`src/rtl/wb_pkg.sv`:
```
// rtl/wb_pkg.sv - shared encodings and MEM/WB register layout for the write-back stage
package wb_pkg;

    localparam logic [31:0] DEFAULT_RESET_PC = 32'h0000_3000;

    typedef enum logic [2:0] {
        LD_W  = 3'd0,
        LD_B  = 3'd1,
        LD_BU = 3'd2,
        LD_H  = 3'd3,
        LD_HU = 3'd4
    } load_type_e;

    typedef enum logic [1:0] {
        WD_ALU = 2'd0,
        WD_MEM = 2'd1,
        WD_PC8 = 2'd2
    } wd_sel_e;

    // Raw codes are kept so undefined LoadType/WDSel values survive the register unchanged
    typedef struct packed {
        logic        valid;
        logic [31:0] alu;
        logic [31:0] rdata;
        logic [31:0] pc;
        logic        reg_write;
        logic [4:0]  a3;
        logic [1:0]  wd_sel;
        logic [2:0]  load_type;
    } mem_wb_t;

endpackage

```
`src/rtl/wb_stage_if.sv`:
```
// rtl/wb_stage_if.sv - MEM-side inputs and GRF write port of the write-back stage
interface wb_stage_if;
    logic        stall;
    logic        flush;
    logic        valid_MEM;
    logic [31:0] ALUResult_MEM;
    logic [31:0] ReadData_MEM;
    logic [31:0] PC_MEM;
    logic        RegWrite_MEM;
    logic [4:0]  A3_MEM;
    logic [1:0]  WDSel_MEM;
    logic [2:0]  LoadType_MEM;
    logic        RegWrite_WB;
    logic [4:0]  A3_WB;
    logic [31:0] WD_WB;
    logic [31:0] PC_WB;
    logic [31:0] retired;

    modport master (
        output stall, flush, valid_MEM, ALUResult_MEM, ReadData_MEM, PC_MEM,
               RegWrite_MEM, A3_MEM, WDSel_MEM, LoadType_MEM,
        input  RegWrite_WB, A3_WB, WD_WB, PC_WB, retired
    );

    modport slave (
        input  stall, flush, valid_MEM, ALUResult_MEM, ReadData_MEM, PC_MEM,
               RegWrite_MEM, A3_MEM, WDSel_MEM, LoadType_MEM,
        output RegWrite_WB, A3_WB, WD_WB, PC_WB, retired
    );
endinterface

```
`src/rtl/wb_stage_load_ext.sv`:
```
// rtl/wb_stage_load_ext.sv - byte/halfword lane select with sign or zero extension
module load_ext
    import wb_pkg::*;
(
    input  logic [31:0] word,
    input  logic [1:0]  addr,
    input  logic [2:0]  load_type,
    output logic [31:0] data
);

    logic [7:0]  byte_lane;
    logic [15:0] half_lane;

    always_comb begin
        byte_lane = word[7:0];
        case (addr)
            2'd0: byte_lane = word[7:0];
            2'd1: byte_lane = word[15:8];
            2'd2: byte_lane = word[23:16];
            2'd3: byte_lane = word[31:24];
            default: byte_lane = word[7:0];
        endcase
        // Halfword alignment faults are trapped upstream; addr[0] is ignored here
        half_lane = addr[1] ? word[31:16] : word[15:0];
    end

    always_comb begin
        data = word;
        case (load_type)
            LD_B:    data = {{24{byte_lane[7]}}, byte_lane};
            LD_BU:   data = {24'd0, byte_lane};
            LD_H:    data = {{16{half_lane[15]}}, half_lane};
            LD_HU:   data = {16'd0, half_lane};
            default: data = word;
        endcase
    end

endmodule

```
`src/rtl/wb_stage.sv`:
```
// rtl/wb_stage.sv - MEM/WB pipeline register, write-data select and retired-instruction counter
module wb_stage
    import wb_pkg::*;
#(
    parameter logic [31:0] RESET_PC = DEFAULT_RESET_PC
) (
    input  logic     clk,
    input  logic     reset,
    wb_stage_if.slave wb
);

    mem_wb_t     r_q;
    mem_wb_t     bubble;
    mem_wb_t     capture;
    logic [31:0] retired_cnt;
    logic [31:0] load_data;
    logic [31:0] wd;

    always_comb begin
        bubble           = '0;
        bubble.pc        = RESET_PC;
        capture          = '0;
        capture.valid     = wb.valid_MEM;
        capture.alu       = wb.ALUResult_MEM;
        capture.rdata     = wb.ReadData_MEM;
        capture.pc        = wb.PC_MEM;
        capture.reg_write = wb.RegWrite_MEM;
        capture.a3        = wb.A3_MEM;
        capture.wd_sel    = wb.WDSel_MEM;
        capture.load_type = wb.LoadType_MEM;
    end

    // Flush wins over stall so a squashed instruction never lingers in WB
    always_ff @(posedge clk or negedge reset) begin
        if (!reset) begin
            r_q <= bubble;
        end else if (wb.flush) begin
            r_q <= bubble;
        end else if (!wb.stall) begin
            r_q <= capture;
        end
    end

    always_ff @(posedge clk or negedge reset) begin
        if (!reset) begin
            retired_cnt <= '0;
        end else if (!wb.flush && !wb.stall && wb.valid_MEM) begin
            retired_cnt <= retired_cnt + 32'd1;
        end
    end

    load_ext u_load_ext (
        .word      (r_q.rdata),
        .addr      (r_q.alu[1:0]),
        .load_type (r_q.load_type),
        .data      (load_data)
    );

    always_comb begin
        wd = r_q.alu;
        case (r_q.wd_sel)
            WD_MEM:  wd = load_data;
            WD_PC8:  wd = r_q.pc + 32'd8;
            default: wd = r_q.alu;
        endcase
    end

    assign wb.RegWrite_WB = r_q.reg_write & r_q.valid & (r_q.a3 != 5'd0);
    assign wb.A3_WB       = r_q.a3;
    assign wb.WD_WB       = wd;
    assign wb.PC_WB       = r_q.pc;
    assign wb.retired     = retired_cnt;

endmodule

```
`src/flat_wrapper.sv`:
```
// flat-port wrapper written by rule: the top's interface ports become plain ports
module wb_stage_flat import wb_pkg::*;
#(
    parameter logic [31:0] RESET_PC = DEFAULT_RESET_PC
)
  (clk, reset, wb_stall, wb_flush, wb_valid_MEM, wb_ALUResult_MEM, wb_ReadData_MEM, wb_PC_MEM, wb_RegWrite_MEM, wb_A3_MEM, wb_WDSel_MEM, wb_LoadType_MEM, wb_RegWrite_WB, wb_A3_WB, wb_WD_WB, wb_PC_WB, wb_retired);
  wb_stage_if wb_i ();
  input  logic clk;
  input  logic reset;
  input wire logic [$bits(wb_i.stall)-1:0] wb_stall;
  input wire logic [$bits(wb_i.flush)-1:0] wb_flush;
  input wire logic [$bits(wb_i.valid_MEM)-1:0] wb_valid_MEM;
  input wire logic [$bits(wb_i.ALUResult_MEM)-1:0] wb_ALUResult_MEM;
  input wire logic [$bits(wb_i.ReadData_MEM)-1:0] wb_ReadData_MEM;
  input wire logic [$bits(wb_i.PC_MEM)-1:0] wb_PC_MEM;
  input wire logic [$bits(wb_i.RegWrite_MEM)-1:0] wb_RegWrite_MEM;
  input wire logic [$bits(wb_i.A3_MEM)-1:0] wb_A3_MEM;
  input wire logic [$bits(wb_i.WDSel_MEM)-1:0] wb_WDSel_MEM;
  input wire logic [$bits(wb_i.LoadType_MEM)-1:0] wb_LoadType_MEM;
  output wire logic [$bits(wb_i.RegWrite_WB)-1:0] wb_RegWrite_WB;
  output wire logic [$bits(wb_i.A3_WB)-1:0] wb_A3_WB;
  output wire logic [$bits(wb_i.WD_WB)-1:0] wb_WD_WB;
  output wire logic [$bits(wb_i.PC_WB)-1:0] wb_PC_WB;
  output wire logic [$bits(wb_i.retired)-1:0] wb_retired;
  assign wb_i.stall = wb_stall;
  assign wb_i.flush = wb_flush;
  assign wb_i.valid_MEM = wb_valid_MEM;
  assign wb_i.ALUResult_MEM = wb_ALUResult_MEM;
  assign wb_i.ReadData_MEM = wb_ReadData_MEM;
  assign wb_i.PC_MEM = wb_PC_MEM;
  assign wb_i.RegWrite_MEM = wb_RegWrite_MEM;
  assign wb_i.A3_MEM = wb_A3_MEM;
  assign wb_i.WDSel_MEM = wb_WDSel_MEM;
  assign wb_i.LoadType_MEM = wb_LoadType_MEM;
  assign wb_RegWrite_WB = wb_i.RegWrite_WB;
  assign wb_A3_WB = wb_i.A3_WB;
  assign wb_WD_WB = wb_i.WD_WB;
  assign wb_PC_WB = wb_i.PC_WB;
  assign wb_retired = wb_i.retired;
  wb_stage #(.RESET_PC(RESET_PC)) u_core (.clk(clk), .reset(reset), .wb(wb_i));
endmodule
```
`config.mk`:
```
export PLATFORM = sky130hd
export DESIGN_NAME = wb_stage_flat
export DESIGN_NICKNAME = d
export VERILOG_FILES = /design/src/rtl/wb_pkg.sv /design/src/rtl/wb_stage_if.sv /design/src/rtl/wb_stage_load_ext.sv /design/src/rtl/wb_stage.sv /design/src/flat_wrapper.sv
export SDC_FILE = /design/constraint.sdc
export NUM_CORES = 1
export LEC_CHECK = 0
export CORE_UTILIZATION = 53
export DETAILED_ROUTE_END_ITERATION = 7
export PLACE_DENSITY_LB_ADDON = 0.05
export SKIP_LAST_GASP = 1
export SLEW_MARGIN = 20
export SYNTH_ARGS = -nofsm -noshare
export SYNTH_HDL_FRONTEND = slang
export SYNTH_SLANG_ARGS = --single-unit
```
`constraint.sdc`:
```
create_clock -name clk -period 3.1 [get_ports clk]
set_input_delay 0.31 -clock clk [delete_from_list [all_inputs] [get_ports clk]]
set_output_delay 0.31 -clock clk [all_outputs]
set_load 0.01 [all_outputs]
```
==> impl_results.md <==
* Top Ports at 214
* GRT Util Overall at 31.7%
* DP Wirelength at 17,500 um
* Slew headroom at 41.1%
* Req. time, crit path at 2790 ps
* Pre-CTS setup slack at 284 ps
* Drt pass-1 iters at 7
* Routed len/inst at 20.4 um
* Ant. Diodes at 0
* Fin nets at 1,109
* Reg-to-Reg Start: u_core.wb.retired[2]
* Synth Area per Inst at 9.86 um2
* Vias per cell at 5.79
* Inst Count DP at 1,143
* Crit path from: u_core.r_q[74]
* Area after DPL at 10,000 um2
* Crit-path cells: mux4_2 -> o311ai_4 -> buf_4 -> buf_6 -> o221ai_1 -> clkdlybuf4s50_1
* Num CTS Buffers at 17
* Max Cap Violations at 0
* Syn_nets at 922
* Seq/Total Area, Yosys at 44.1%
* Status: complete, no violations
* Slowest library cell on the worst path: mux4_2
* Post-synth EDFFs at 0
* Post-layout util at 74.2%
* HP Class: primary input to register
* Hold_sp: wb_flush
* Crit Path Class: register to primary output
* Gr ovfl total at 0
* Slew Limit Fails at 0
* PortBufs at 213
* Register area at 3510 um2
* Longest Clk Path Bufs at 2
* Synth top area cells: dfrtp_1, mux2i_1, nor2_1
* Core area at 14,600 um2
* CP arrival at 2790 ps
* DIE AREA at 15,500 um2
* Fillers at 1,050
* Setup crit start kind: register
* Final setup fails at 0
* Post-synth top area share at 43.5%
* Ys async rst share at 100%
* Total number of placement rows at 44
* Worst-skew pair later-pin latency at 420 ps
* Clk root buf: clkbuf_16
* RSZ-0062 raised after global routing: true
* Initial DRC count at 561
* Largest net degree at the start of global routing at 75
* Final wirelength at 24,300 um
* Htree depth at 4
* Worst Max-Slew Pin Slew at 884 ps
* Hold slack at 378 ps
* Pwr/cell area at 472 nW/um2
* Largest stage delay, worst path at 590 ps
* Vias in the first global route at 7,046
* Die height at 124 um
* Post-synthesis register bit count at 140
* Initial antenna violation count at 0
* Fin crit share at 100%
* Layout cell share with drive strength beyond 1 at 10.6%
* DIE WIDTH at 124 um
* Crit Path Max Fanout at 8
* Global-route wire length before repair at 38,200 um
* Multi-input gate area at 3980 um2
* Leak at 4.93 nW
* Antenna viol nets, final at 0
* Starting density of the core at 54.5%
* Ys Warns at 0
* Post-synth top area cell: dfrtp_1
* Syn-to-layout area delta at 36.2%
* Design area at 10,800 um2
* FMAX at 0.323 GHz
* Final Hold Vio Count at 0
* CTS tree: yes
* Post-Layout Cell Count at 1,190
* Vias at 6,893
* Clk_skew at 6.15 ps
* Post-route DRC at 0
* Placer Congestion at 0.886
* CTS Sinks at 140
* Synth unique cells at 58
* Worst setup margin at 0.129 ps
* Clock period minus worst slack at 3100 ps
* Synth Instances at 806
* Post-synth top flop: dfrtp_1
* CP Capture Type: primary output
* Cell Area, Synth at 7950 um2
* Clock-pin slew on the worst setup and hold paths at 60 ps
* Peak supply drop at 0.000474 V
[worst paths after layout]
path                                          to  slack (ps)  cells past startpoint
setup / recovery                    wb_WD_WB[20]         0.1                      6
hold / removal                   u_core.r_q[106]         380                      2
setup reg to reg           u_core.wb.retired[27]        1290                      5
hold reg to reg            u_core.wb.retired[31]         480                      1
max in group asynchronous    u_core.wb.PC_WB[13]        1780                      3
min in group asynchronous         u_core.r_q[49]         450                      2
[logic make-up after synthesis]
logic type | count (synthesis) | synth area share, %
multiplexers | 117 | 14.9
AND/OR/NAND/NOR | 300 | 17.5
AO/OA/AOI/OAI | 92 | 9.56
buffers and inverters | 93 | 6.60
adder cells (fa/ha/maj) | 5 | 0.756
flip-flops | 140 | 44.1
XOR/XNOR | 59 | 6.50
[layout make-up]
cell class	instances	share of cell area (%)
Tap cell	184	2.13
Inverter	10	0.382
Multi-Input combinational cell	573	36.8
Clock buffer	19	4.00
Sequential cell	140	32.5
Clock inverter	13	1.45
Timing Repair Buffer	251	22.8
[report_power, final]
part | internal [mW] | switching, mW | leakage [nW]
logic | 0.499 | 0.451 | 2.80
clock network | 1.21 | 0.854 | 0.286
registers | 1.94 | 0.159 | 1.85
[repair_timing]
item	4_1_cts	5_1_grt
pin swaps	2	2
setup buffers	4	10
endpoints found under the setup margin	18	27
gates resized for setup	7	25
hold buffers	1	0
endpoints found under the hold margin	66	0
[layer usage]
layer / part of all wire, % / vias up / GRT usage, %
met1: 41 / 3362 / 41.7
li1: - / 3155 / -
met2: 48 / 327 / 51.0
met4: 3.1 / 0 / 12.0
met3: 7.5 / 49 / 7.30
met5: 0 / - / 0
[worst max-delay path, delay by kind of cell (launching register included)]
kind | cells | cell delay [ps]
compound gates | 2 | 480
flops | 1 | 440
buf+inv | 3 | 840
mux | 1 | 590
[state kept, by name, summed over array words and instances, names as in the netlist]
register,flops
u_core.r_q,71
u_core.wb.retired,32
u_core.wb.PC_WB,32
u_core.wb.A3_WB,5
[Yosys cell counts, types with 3 or more instances]
master and number:
dfrtp_1 138, buf_1 4, buf_2 17, mux2i_1 114, a221o_1 3, and3_1 5, a22oi_1 10, o221ai_1 13
o211ai_1 3, o21ai_0 6, and4_1 7, xor2_1 32, nand3_1 23, o221ai_2 6, o2bb2ai_1 5, xnor2_1 27
nand2_1 55, and2_1 8, o21ai_1 5, clkbuf_1 23, ha_1 4, nor2_1 153, nand2b_1 6, nor4_1 3
inv_1 10, nand4_1 14, a211o_1 5, buf_4 37, nor2b_1 6, a21oi_1 16, a31oi_1 4, nor3_1 9
[stage by stage]
| step | power, mW | TNS, ps |
|---|---|---|
| after floorplan | 2.55 | 0 |
| after global placement | 3.02 | 0 |
| after detailed placement | 3.04 | 0 |
| after CTS | 5.10 | -40.2 |
| after global routing | 5.28 | -326 |
| final | 5.11 | 0 |
[cells in the final DEF (no fill, tap or decap), types with 17 or more instances in the layout]
cell type and n:
buf_4 34, dfrtp_1 131, clkbuf_16 17, clkdlybuf4s50_1 203
nand3_1 22, nand2_1 55, mux2i_1 114, nor2_1 151
xnor2_1 27, xor2_1 32
(Power assumes the default switching activity.)
